## src/rtl/esn_st_pkg.sv

```systemverilog
// Shared widths, saturation constants and FIFO entry layout for the
// ESN Avalon-ST packer.
package esn_st_pkg;

   localparam int DEF_IN_W    = 16;
   localparam int DEF_EST_W   = 32;
   localparam int DEF_OUT_W   = 16;
   localparam int DEF_DROP    = 5;
   localparam int DEF_DEPTH   = 16;
   localparam int DEF_PKT_LEN = 64;

   // Largest / smallest signed value of a w-bit word, zero-extended.
   function automatic logic [63:0] sat_pos(input int w);
      return (64'd1 << (w - 1)) - 64'd1;
   endfunction

   function automatic logic [63:0] sat_neg(input int w);
      return 64'd1 << (w - 1);
   endfunction

   // FIFO entry is {sop, eop, data[dw-1:0]}.
   localparam int ENT_DATA = 0;

   function automatic int ent_eop(input int dw);
      return dw;
   endfunction

   function automatic int ent_sop(input int dw);
      return dw + 1;
   endfunction

endpackage

```

## src/rtl/esn_st_packer_if.sv

```systemverilog
// Avalon-ST source stream between the packer and the host path.
// master drives valid/data/framing, slave drives ready.
interface esn_st_packer_if #(
   parameter int DW = 32
);

   logic          src_valid;
   logic          src_ready;
   logic [DW-1:0] src_data;
   logic          src_sop;
   logic          src_eop;

   modport master (
      output src_valid,
      output src_data,
      output src_sop,
      output src_eop,
      input  src_ready
   );

   modport slave (
      input  src_valid,
      input  src_data,
      input  src_sop,
      input  src_eop,
      output src_ready
   );

endinterface

```

## src/rtl/esn_st_fifo.sv

```systemverilog
// Synchronous show-ahead FIFO with a registered head word; a push
// while full is taken only when a pop frees a slot in the same cycle.
module esn_st_fifo
   import esn_st_pkg::*;
#(
   parameter int W     = DEF_IN_W + DEF_OUT_W + 2,
   parameter int DEPTH = DEF_DEPTH
) (
   input  logic         clk,
   input  logic         reset_n,
   input  logic         push,
   input  logic [W-1:0] din,
   input  logic         pop,
   output logic [W-1:0] dout,
   output logic         full,
   output logic         empty
);

   localparam int AW = $clog2(DEPTH);

   logic [W-1:0]  mem [DEPTH];
   logic [AW-1:0] wr_ptr;
   logic [AW-1:0] rd_ptr;
   logic [AW-1:0] rd_nxt;
   logic [AW:0]   count;
   logic [W-1:0]  head_q;
   logic          push_ok;
   logic          pop_ok;

   // Qualify requests and find the slot that becomes the head.
   always_comb begin
      empty   = (count == '0);
      full    = (count == (AW+1)'(DEPTH));
      pop_ok  = pop && !empty;
      push_ok = push && (!full || pop_ok);
      rd_nxt  = pop_ok ? rd_ptr + 1'b1 : rd_ptr;
   end

   // Storage array; no reset needed, contents are gated by count.
   always_ff @(posedge clk) begin
      if (push_ok) begin
         mem[wr_ptr] <= din;
      end
   end

   // Pointers, occupancy and the registered head word.
   always_ff @(posedge clk) begin
      if (!reset_n) begin
         wr_ptr <= '0;
         rd_ptr <= '0;
         count  <= '0;
         head_q <= '0;
      end else begin
         if (push_ok) begin
            wr_ptr <= wr_ptr + 1'b1;
         end
         rd_ptr <= rd_nxt;
         count  <= count + {{AW{1'b0}}, push_ok}
                         - {{AW{1'b0}}, pop_ok};
         if (push_ok && (wr_ptr == rd_nxt)) begin
            head_q <= din;
         end else begin
            head_q <= mem[rd_nxt];
         end
      end
   end

   assign dout = head_q;

endmodule

```

## src/rtl/esn_st_packer.sv

```systemverilog
// ESN estimate saturator, word packer and Avalon-ST packet framer.
// Define ESN_ST_ASCII_EN for 7-bit ASCII-safe byte packing.
module esn_st_packer
   import esn_st_pkg::*;
#(
   parameter int IN_W    = DEF_IN_W,
   parameter int EST_W   = DEF_EST_W,
   parameter int OUT_W   = DEF_OUT_W,
   parameter int DROP    = DEF_DROP,
   parameter int DEPTH   = DEF_DEPTH,
   parameter int PKT_LEN = DEF_PKT_LEN
) (
   input  logic             clk,
   input  logic             reset_n,
   input  logic             in_valid,
   input  logic [IN_W-1:0]  in_u,
   input  logic [EST_W-1:0] in_est,
   esn_st_packer_if.master  src,
   input  logic             clear_stats,
   output logic [15:0]      sat_count,
   output logic [15:0]      ovf_count
);

   localparam int DW    = IN_W + OUT_W;
   localparam int FW    = DW + 2;
   localparam int E_EOP = ent_eop(DW);
   localparam int E_SOP = ent_sop(DW);
   localparam int IW    = (PKT_LEN > 1) ? $clog2(PKT_LEN) : 1;

   localparam logic [OUT_W-1:0] SAT_P = OUT_W'(sat_pos(OUT_W));
   localparam logic [OUT_W-1:0] SAT_N = OUT_W'(sat_neg(OUT_W));
   localparam logic [IW-1:0]    LAST  = IW'(PKT_LEN - 1);

   if (EST_W - 1 - DROP < OUT_W - 1) begin : g_bad_drop
      $error("esn_st_packer: DROP leaves fewer than OUT_W bits");
   end

`ifdef ESN_ST_ASCII_EN
   if (IN_W != 16 || OUT_W != 16) begin : g_bad_ascii
      $error("esn_st_packer: ASCII packing needs IN_W=OUT_W=16");
   end
`endif

   logic [DROP:0]   est_top;
   logic            in_range;
   logic            sat_hit;
   logic [OUT_W-1:0] y;
   logic [DW-1:0]   word;
   logic            s1_valid;
   logic [DW-1:0]   s1_word;
   logic [IW-1:0]   idx;
   logic            full;
   logic            empty;
   logic            pop;
   logic            push_ok;
   logic            drop_hit;
   logic [FW-1:0]   fifo_din;
   logic [FW-1:0]   fifo_dout;

   // Saturate the estimate into OUT_W bits and pack with the input.
   always_comb begin
      est_top  = in_est[EST_W-1 -: DROP+1];
      in_range = (est_top == '0) || (est_top == '1);
      sat_hit  = in_valid && !in_range;
      if (in_range) begin
         y = in_est[EST_W-1-DROP -: OUT_W];
      end else if (in_est[EST_W-1]) begin
         y = SAT_N;
      end else begin
         y = SAT_P;
      end
`ifdef ESN_ST_ASCII_EN
      word = {1'b0, in_u[15:9], 1'b0, in_u[8:2],
              1'b0, y[15:9],    1'b0, y[8:2]};
`else
      word = {in_u, y};
`endif
   end

   // Stage 1: register the packed sample.
   always_ff @(posedge clk) begin
      if (!reset_n) begin
         s1_valid <= 1'b0;
         s1_word  <= '0;
      end else begin
         s1_valid <= in_valid;
         if (in_valid) begin
            s1_word <= word;
         end
      end
   end

   // Stage 2 push decision; full is relieved by a same-cycle pop.
   always_comb begin
      pop      = !empty && src.src_ready;
      push_ok  = s1_valid && (!full || pop);
      drop_hit = s1_valid && full && !pop;
      fifo_din = {(idx == '0), (idx == LAST), s1_word};
   end

   // Packet index advances only on accepted words.
   always_ff @(posedge clk) begin
      if (!reset_n) begin
         idx <= '0;
      end else if (push_ok) begin
         idx <= (idx == LAST) ? '0 : idx + 1'b1;
      end
   end

   // Saturating statistics; clear wins over a same-cycle event.
   always_ff @(posedge clk) begin
      if (!reset_n) begin
         sat_count <= '0;
         ovf_count <= '0;
      end else begin
         if (clear_stats) begin
            sat_count <= '0;
         end else if (sat_hit && sat_count != 16'hFFFF) begin
            sat_count <= sat_count + 16'd1;
         end
         if (clear_stats) begin
            ovf_count <= '0;
         end else if (drop_hit && ovf_count != 16'hFFFF) begin
            ovf_count <= ovf_count + 16'd1;
         end
      end
   end

   esn_st_fifo #(
      .W     (FW),
      .DEPTH (DEPTH)
   ) u_fifo (
      .clk     (clk),
      .reset_n (reset_n),
      .push    (push_ok),
      .din     (fifo_din),
      .pop     (pop),
      .dout    (fifo_dout),
      .full    (full),
      .empty   (empty)
   );

   assign src.src_valid = !empty;
   assign src.src_data  = fifo_dout[ENT_DATA +: DW];
   assign src.src_sop   = fifo_dout[E_SOP];
   assign src.src_eop   = fifo_dout[E_EOP];

endmodule
```

## src/flat_wrapper.sv

```systemverilog
// flat-port wrapper written by rule: the top's interface ports become plain ports
module esn_st_packer_flat import esn_st_pkg::*;
#(
   parameter int IN_W    = DEF_IN_W,
   parameter int EST_W   = DEF_EST_W,
   parameter int OUT_W   = DEF_OUT_W,
   parameter int DROP    = DEF_DROP,
   parameter int DEPTH   = DEF_DEPTH,
   parameter int PKT_LEN = DEF_PKT_LEN
)
  (clk, reset_n, in_valid, in_u, in_est, clear_stats, sat_count, ovf_count, src_src_valid, src_src_data, src_src_sop, src_src_eop, src_src_ready);
  esn_st_packer_if src_i ();
  input  logic clk;
  input  logic reset_n;
  input  logic in_valid;
  input  logic [IN_W-1:0] in_u;
  input  logic [EST_W-1:0] in_est;
  input  logic clear_stats;
  output logic [15:0] sat_count;
  output logic [15:0] ovf_count;
  output wire logic [$bits(src_i.src_valid)-1:0] src_src_valid;
  output wire logic [$bits(src_i.src_data)-1:0] src_src_data;
  output wire logic [$bits(src_i.src_sop)-1:0] src_src_sop;
  output wire logic [$bits(src_i.src_eop)-1:0] src_src_eop;
  input wire logic [$bits(src_i.src_ready)-1:0] src_src_ready;
  assign src_src_valid = src_i.src_valid;
  assign src_src_data = src_i.src_data;
  assign src_src_sop = src_i.src_sop;
  assign src_src_eop = src_i.src_eop;
  assign src_i.src_ready = src_src_ready;
  esn_st_packer #(.IN_W(IN_W), .EST_W(EST_W), .OUT_W(OUT_W), .DROP(DROP), .DEPTH(DEPTH), .PKT_LEN(PKT_LEN)) u_core (.clk(clk), .reset_n(reset_n), .in_valid(in_valid), .in_u(in_u), .in_est(in_est), .src(src_i), .clear_stats(clear_stats), .sat_count(sat_count), .ovf_count(ovf_count));
endmodule
```

## config.mk

```make
export PLATFORM = sky130hd
export DESIGN_NAME = esn_st_packer_flat
export DESIGN_NICKNAME = d
export VERILOG_FILES = /design/src/rtl/esn_st_pkg.sv /design/src/rtl/esn_st_packer_if.sv /design/src/rtl/esn_st_fifo.sv /design/src/rtl/esn_st_packer.sv /design/src/flat_wrapper.sv
export SDC_FILE = /design/constraint.sdc
export NUM_CORES = 1
export LEC_CHECK = 0
export ABC_AREA = 1
export BUFFER_PORTS_ARGS = -buffer_cell sky130_fd_sc_hd__buf_2
export CAP_MARGIN = 20
export CORE_ASPECT_RATIO = 0.6
export CORE_MARGIN = 2
export CORE_UTILIZATION = 55
export DETAILED_ROUTE_END_ITERATION = 10
export PLACE_DENSITY = 0.82
export RECOVER_POWER = 100
export SLEW_MARGIN = 20
export SYNTH_ARGS = -nofsm -noshare
export SYNTH_HDL_FRONTEND = slang
export SYNTH_SLANG_ARGS = --single-unit
```

## constraint.sdc

```tcl
create_clock -name clk -period 4.27 [get_ports clk]
set_clock_uncertainty 0.05 [all_clocks]
set_input_delay 0.854 -clock clk [delete_from_list [all_inputs] [get_ports clk]]
set_output_delay 0.854 -clock clk [all_outputs]
set_load 0.02 [all_outputs]
```

==> results of run 1 <==
## worst max-delay path, delay by kind of cell, from the launching register on
kind                       cells  cell delay (ps)
adders and majority gates      1              220
buffers and inverters          4             1300
DFF                            1              340
and+or+nand+nor                8             1610
## state kept, by name, summed over array words and instances (netlist names)
register / count
u_core.u_fifo.mem: 544
u_core.u_fifo.dout: 34
u_core.s1_word: 32
u_core.ovf_count: 16
u_core.sat_count: 16
u_core.idx: 6
u_core.u_fifo.count: 5
u_core.u_fifo.rd_ptr: 4
u_core.u_fifo.wr_ptr: 4
u_core.s1_valid: 1
## cell type report
cell class | instances | share of cell area, %
clock buffers | 72 | 5.00
clock inverters | 34 | 1.30
inverters | 367 | 4.35
multi-input cells | 1685 | 24.5
flip-flops and latches | 662 | 59.0
well taps | 693 | 2.73
repair buffers | 152 | 3.14
## routing by layer
layer / routed length (µm) / share of wire (%)
met1: 28400 / 38
met2: 34100 / 46
met3: 9340 / 13
met4: 2050 / 2.8
met5: 0 / 0
## metrics by stage
step / util [%] / setup slack (ps)
6_report: 62.1 / 575
3_3_place_gp: 58.4 / 984
2_1_floorplan: - / 836
4_1_cts: 62.3 / 1030
5_1_grt: 62.1 / 424
3_5_place_dp: 58.4 / 842
## worst paths after layout
check / to / cells after the start / slack (ps) / start
worst max-delay path: u_core.u_fifo.dout[22]$_SDFF_PN0_ / 13 / 580 / u_core.u_fifo.count[2]$_SDFF_PN0_
worst min-delay path: u_core.s1_word[27]$_SDFFE_PN0P_ / 3 / 400 / in_u[11]
worst min register to register: u_core.idx[1]$_SDFFE_PN0P_ / 2 / 450 / u_core.idx[1]$_SDFFE_PN0P_
worst max register to register: u_core.u_fifo.dout[22]$_SDFF_PN0_ / 13 / 580 / u_core.u_fifo.count[2]$_SDFF_PN0_
## power groups by stage
stage	clock, µW	sequential (µW)	combinational, µW
finish	5550	7470	5890
detailed placement	0	7600	5760
floorplan	0	7690	4080
global route	5840	7490	6480
CTS	5580	7460	5820
global placement	0	7590	5580
## cells by family (layout without fill, tap and decap cells)
| group | after synthesis | in the layout |
|---|---|---|
| AO/OA/AOI/OAI | 118 | 118 |
| XOR/XNOR | 8 | 8 |
| adder cells (fa/ha/maj) | 16 | 16 |
| buffers and inverters | 535 | 625 |
| flip-flops | 662 | 662 |
| AND/OR/NAND/NOR | 1543 | 1543 |
## placed cells by master (no fill, tap or decap), drive strengths merged
cell type and instances:
a31o 1, nand4 10, o21a 3, clkinv 18
dfxtp 118, a211oi 3, edfxtp 544, bufinv 8
o21ai 60, a21oi 49, a41oi 1, nor4 4
or2 1, clkbuf 152, and3 2, nand2 670
o211ai 1, xor2 6, nor3b 4, clkinvlp 3
inv 372, nand3 674, ha 15, nor3 17
fa 1, nor2 161, xnor2 2, buf 72
==> key figures, run 1 <==
Outcome
  • Status: finished with violations
  • Failing checks: max-capacitance violations, max-slew violations

Yosys
  • Syn Area/Cell: 9.91 µm²
  • Compound-Gate Fraction of Synth Area: 2.20%
  • Register area share after synthesis: 65.5%
  • Yosys warning total: 0
  • Synthesized area: 28600 µm²
  • Synthesis-stage register bit count: 662
  • Area contributors post-synth: edfxtp_1 (57%), nand3_1 (12%), nand2_1 (8.8%)
  • Ys flop type: edfxtp_1
  • Mapped Cells: 2882
  • Area leader, netlist: edfxtp_1
  • Syn_nets: 2951
  • Synth unique cells: 34
  • Share of the synthesized area in the top cell type: 57.2%
  • Adder and majority gate portion of the synthesized area: 0.727%
  • Post-synth ARST share: 0%
  • Simple logic cell fraction of the synthesized area: 23.6%
  • Mux share of post-synthesis cell area: 0%
  • Count leader, synth: nand3_1
  • EDFF count, synth: 544
  • Largest family of logic cells by synthesized area: simple AND/OR/NAND/NOR gates
  • Synth top cells by count: nand3_1 (672), nand2_1 (666), edfxtp_1 (544)
  • XOR/XNOR share of the synthesized area: 0.245%

Clock tree
  • Clk_lat worst skew: 640 ps
  • CTS sink count: 662
  • Post-CTS Hold Fix Bufs: 0
  • H-Tree Depth: 2
  • CTS tree: built
  • Setup Fix Bufs, Post-CTS: 0
  • CTS Root Cell: clkbuf_16
  • Num CTS Buffers: 56
  • Post-CTS Resized: 0
  • Clk buf depth: 3
  • Clk pin slew, worst setup/hold paths: 70 ps

Layout
  • Share of cells above drive strength 1: 6.90%
  • Multi-input gate area: 7780 µm²
  • Nets@finish: 2993
  • Register area: 18700 µm²
  • Final Non-Filler Cells: 3665
  • Area growth syn-to-layout: 11.1%
  • Finished Cell Area: 31700 µm²
  • Ant. Diodes: 0
  • Fill count: 3948

Pwr
  • Comb pwr share: 31.2%
  • Power density cells: 596 nW/µm²
  • Clock power frac: 29.3%
  • Psw: 6820 µW
  • Final Total Pwr: 18900 µW
  • Reg power frac: 39.5%
  • Sw Share: 36.1%
  • P_int: 12100 µW
  • VDD IR max: 0.586 mV
  • Lkg Pwr: 0.0131 µW

Route
  • TritonRoute pass-1 iters: 6
  • Final ANT Viol Nets: 0
  • Vias/cell: 5.81
  • Via Count: 21278
  • Routed WL: 73.9 mm
  • DRC Markers: 0
  • 1st-iter DRT viols: 3231
  • DR WL/cell: 20.2 µm

Worst hold path
  • Min-Delay Path Class: in2reg

STA
  • Worst hold slack: 400 ps
  • Crit share post-route: 86.5%
  • Setup_tns: 0 ps
  • Slew Viols, Final: 44
  • RSZ-0062 raised after global routing: no
  • Final Hold Fails: 0
  • Max-Slew Margin vs Limit: -36.6%
  • Setup violators final: 0
  • Worst-Margin Slew: 2050 ps
  • Post-layout min period: 3690 ps
  • Fmax: 271 MHz

Setup path
  • Arr. time, crit path: 4160 ps
  • CP cell instances: inv_1 > ha_1 > nand3_1 > nand2_1 > inv_1 > nand2_2 > nand2_1 > buf_4 > nand3_1 > nand3_1 > nand3_1 > nand2_1 > inv_1
  • Crit path capture type: register
  • WP data required: 4740 ps
  • Critical Path Max Stage Delay: 890 ps
  • Crit path kind: reg2reg
  • Element type at the critical path start: register
  • Critical path's slowest cell: buf_4
  • Most used cell, CP: nand3_1
  • Largest fanout on the critical path: 61

Floorplan
  • I/O pins: 120
  • Die Area: 53800 µm²
  • Width of the die: 298 µm
  • Starting density of the core: 55.9%
  • Core ar.: 51100 µm²
  • Core Rows: 64
  • Height of the die: 180 µm

GRT
  • Number of antenna violations at the first check in global routing: 1
  • Global routing's busiest layer: met2
  • Gr ovfl total: 0
  • Met2 Track Usage GR: 42.7%
  • Largest net degree at the start of global routing: 245
  • First-pass GRT wire length: 114 mm
  • Number of global-route vias before repair: 20826
  • Met1 track demand over resource: 37.6%
  • GRT Util Overall: 27.0%
  • M3 GR Usage: 5.57%

Run
  • Max Cap Viol: 2

Placed design
  • # placed instances: 3558
  • Post-DP HPWL: 39.5 mm
  • GPL Wtd Cong: 0.885
  • PortBufs: 108
  • Placement Cell Area: 29800 µm²
Power figures use the tool's default switching activity.
==> run 2: changes to the inputs <==
- CORE_UTILIZATION: 55 -> 50
- PLACE_DENSITY: 0.82 -> 0.77
- SKIP_CTS_REPAIR_TIMING: unset -> 1
- SYNTH_HIERARCHICAL: unset -> 1
==> run 2 against run 1 <==
- the run still ends with max-capacitance violations, max-slew violations left
- highest routed layer unchanged
- maximum frequency fell by 8.0%
- combinational power grew 25%
- area after synthesis is 1.6% higher
- synthesized cell count grew 2.7%
- first-iteration DRC count is 9.4% lower
- worst hold slack got worse by 6.0 ps
- count of clock-buffer cells in the layout is 14 higher
- clock power is 8.5% lower
- critical path type unchanged
==> key figures, run 2 <==
Floorplan
  • Core Rows: 68 (+6.3%)
  • Height of the die: 191 µm (+5.6%)
  • I/O pins: 120 (unchanged)
  • Starting density of the core: 50.5% (-5.4 points)
  • Die Area: 60000 µm² (+12%)
  • Core ar.: 57400 µm² (+12%)
  • Width of the die: 315 µm (+5.6%)

Layout
  • Register area: 18700 µm² (unchanged)
  • Area growth syn-to-layout: 10.0%
  • Most frequent cells in the layout: nand2_1 (710), nand3_1 (676), edfxtp_1 (544)
  • Ant. Diodes: 0 (unchanged)
  • Most common cell after layout, fill and taps aside: nand2_1
  • Biggest register: u_core/u_fifo/mem
  • Multi-input gate area: 8130 µm² (+4.5%)
  • Util after Layout: 55.6% (-6.5 points)
  • Share of cells above drive strength 1: 7.25% (+0.36 points)
  • Max reg flops: 544 (unchanged)
  • Nets@finish: 3081 (+2.9%)
  • Fill count: 4801 (+22%)

Pwr
  • Reg power frac: 37.6% (-1.9 points)
  • Power density cells: 624 nW/µm² (+4.8%)
  • P_int: 12200 µW (+0.76%)
  • Lkg Pwr: 0.0132 µW (+0.79%)
  • Comb pwr share: 36.9% (+5.7 points)
  • VDD IR max: 0.591 mV (+0.84%)
  • Final Total Pwr: 19900 µW (+5.4%)
  • Clock power frac: 25.5% (-3.8 points)
  • Psw: 7740 µW (+14%)
  • Sw Share: 38.9% (+2.8 points)

Yosys
  • Syn Area/Cell: 9.80 µm² (-1.1%)
  • Post-synth ARST share: 0% (unchanged)
  • Count leader, synth: nand2_1
  • Ys flop type: edfxtp_1
  • Area leader, netlist: edfxtp_1
  • Yosys warning total: 6 (+6)
  • EDFF count, synth: 544 (unchanged)
  • Syn_nets: 3028 (+2.6%)
  • Synth top cells by count: nand2_1 (711), nand3_1 (676), edfxtp_1 (544)
  • Share of the synthesized area in the top cell type: 56.3% (-0.88 points)
  • Synthesized area: 29000 µm² (+1.6%)
  • Register area share after synthesis: 64.5% (-1.0 points)
  • Synth unique cells: 36 (+5.9%)
  • Area contributors post-synth: edfxtp_1 (56%), nand3_1 (12%), nand2_1 (9.2%)
  • Mapped Cells: 2959 (+2.7%)
  • Synthesis-stage register bit count: 662 (unchanged)

Route
  • Final ANT Viol Nets: 0 (unchanged)
  • DR WL/cell: 19.0 µm (-5.8%)
  • Routed WL: 72.7 mm (-1.6%)
  • Vias/cell: 5.51 (-5.1%)
  • Via Count: 21094 (-0.86%)
  • DRC Markers: 0 (unchanged)
  • TritonRoute pass-1 iters: 7 (+1)
  • 1st-iter DRT viols: 2927 (-9.4%)

Placed design
  • GPL Wtd Cong: 0.834 (-5.7%)
  • PortBufs: 108 (unchanged)
  • Post-DP HPWL: 39.8 mm (+0.72%)

GRT
  • Number of antenna violations at the first check in global routing: 0 (-1)
  • Gr ovfl total: 0 (unchanged)
  • First-pass GRT wire length: 112 mm (-1.8%)
  • Largest net degree at the start of global routing: 155 (-37%)
  • Number of global-route vias before repair: 19553 (-6.1%)
  • GRT Util Overall: 24.0% (-3.0 points)

Clock tree
  • CTS sink count: 662 (unchanged)
  • CTS tree: built
  • H-Tree Depth: 2 (unchanged)
  • Clk pin slew, worst setup/hold paths: 70 ps (about the same)
  • CTS Root Cell: clkbuf_16
  • Num CTS Buffers: 56 (unchanged)
  • Clk buf depth: 3 (unchanged)
  • Clk_lat worst skew: 630 ps (about the same)

Setup path
  • Crit path kind: reg2reg
  • Arr. time, crit path: 4200 ps (+40 ps)
  • Largest fanout on the critical path: 24 (-61%)
  • Element type at the critical path start: register
  • Crit path capture type: register
  • WP data required: 4450 ps (-290 ps)

STA
  • Worst-Margin Slew: 1690 ps (-355 ps)
  • RSZ-0062 raised after global routing: no
  • Final Hold Fails: 0 (unchanged)
  • Slew Viols, Final: 69 (+57%)
  • Fmax: 249 MHz (-8.0%)
  • Setup violators final: 0 (unchanged)
  • Post-layout min period: 4020 ps (+320 ps)
  • Max-Slew Margin vs Limit: -13.3% (+23 points)
  • Crit share post-route: 94.0% (+7.5 points)
  • Setup_tns: 0 ps (unchanged)

Run
  • Max Cap Viol: 3 (+1)

Outcome
  • Failing checks: max-capacitance violations, max-slew violations
  • Status: finished with violations

Worst hold path
  • Min-Delay Path Class: in2reg
==> run 2: worst max-delay path, stage by stage, from the launching register on <==
cell,delay [ps]
dfxtp_1,350
inv_1,70
ha_1,240
nand3_4,160
inv_1,70
inv_1,60
nand2_1,150
inv_1,240
nand2_4,130
nand2_1,80
nand2_1,130
inv_1,230
nand2_1,210
nor2_2,730
clkbuf_4,700
==> run 2: cell type report <==
cell class              instances  area share [%]
clock buffers                  86            5.13
clock inverters                20           0.580
inverters                     365            4.30
multi-input cells            1765            25.5
flip-flops and latches        662            58.6
well taps                     770            3.02
repair buffers                162            2.89
==> run 2: per-stage QoR <==
| step | worst slack, ps | hold WS [ps] | cell area, µm² | cells |
|---|---|---|---|---|
| floorplan | 712 | 397 | 29000 | 2959 |
| global placement | 521 | 431 | 30400 | 3722 |
| detailed placement | 478 | 433 | 30400 | 3723 |
| CTS | 448 | 384 | 32200 | 3829 |
| global route | 76.3 | 399 | 31900 | 3830 |
| finish | 255 | 394 | 31900 | 3830 |
==> run 2: cell families (layout without fill, tap and decap cells) <==
logic type	after synthesis	in the layout	share of synthesized area [%]
compound gates	99	99	1.75
xor+xnor	14	14	0.423
fa+ha+maj	16	16	0.716
buf+inv	532	633	7.85
flops	662	662	64.5
simple gates	1636	1636	24.8
==> run 2: power by group through the flow <==
stage,sequential [µW],clock [µW],combinational [µW]
after floorplan,7730,0,5240
after global placement,7630,0,7070
after detailed placement,7630,0,7220
after CTS,7490,5140,7290
after global routing,7530,5390,8130
final,7490,5080,7350
==> run 2: path summary, 6_finish.rpt <==
check,startpoint,end,slack [ps],cells after the start
max,u_core/u_fifo/count[2]$_SDFF_PN0_,u_core/u_fifo/mem[4][29]$_DFFE_PP_,250,14
min,in_u[4],u_core/s1_word[20]$_SDFFE_PN0P_,390,3
max reg2reg,u_core/u_fifo/count[2]$_SDFF_PN0_,u_core/u_fifo/mem[4][29]$_DFFE_PP_,250,14
min reg2reg,u_core/idx[3]$_SDFFE_PN0P_,u_core/idx[3]$_SDFFE_PN0P_,440,1
==> run 2: metal layers <==
metal,part of all wire (%),track usage [%],up-vias
li1,-,-,9915
met1,43,36.6,9927
met2,44,36.0,1132
met3,11,4.02,120
met4,1.8,5.57,0
met5,0,0,-
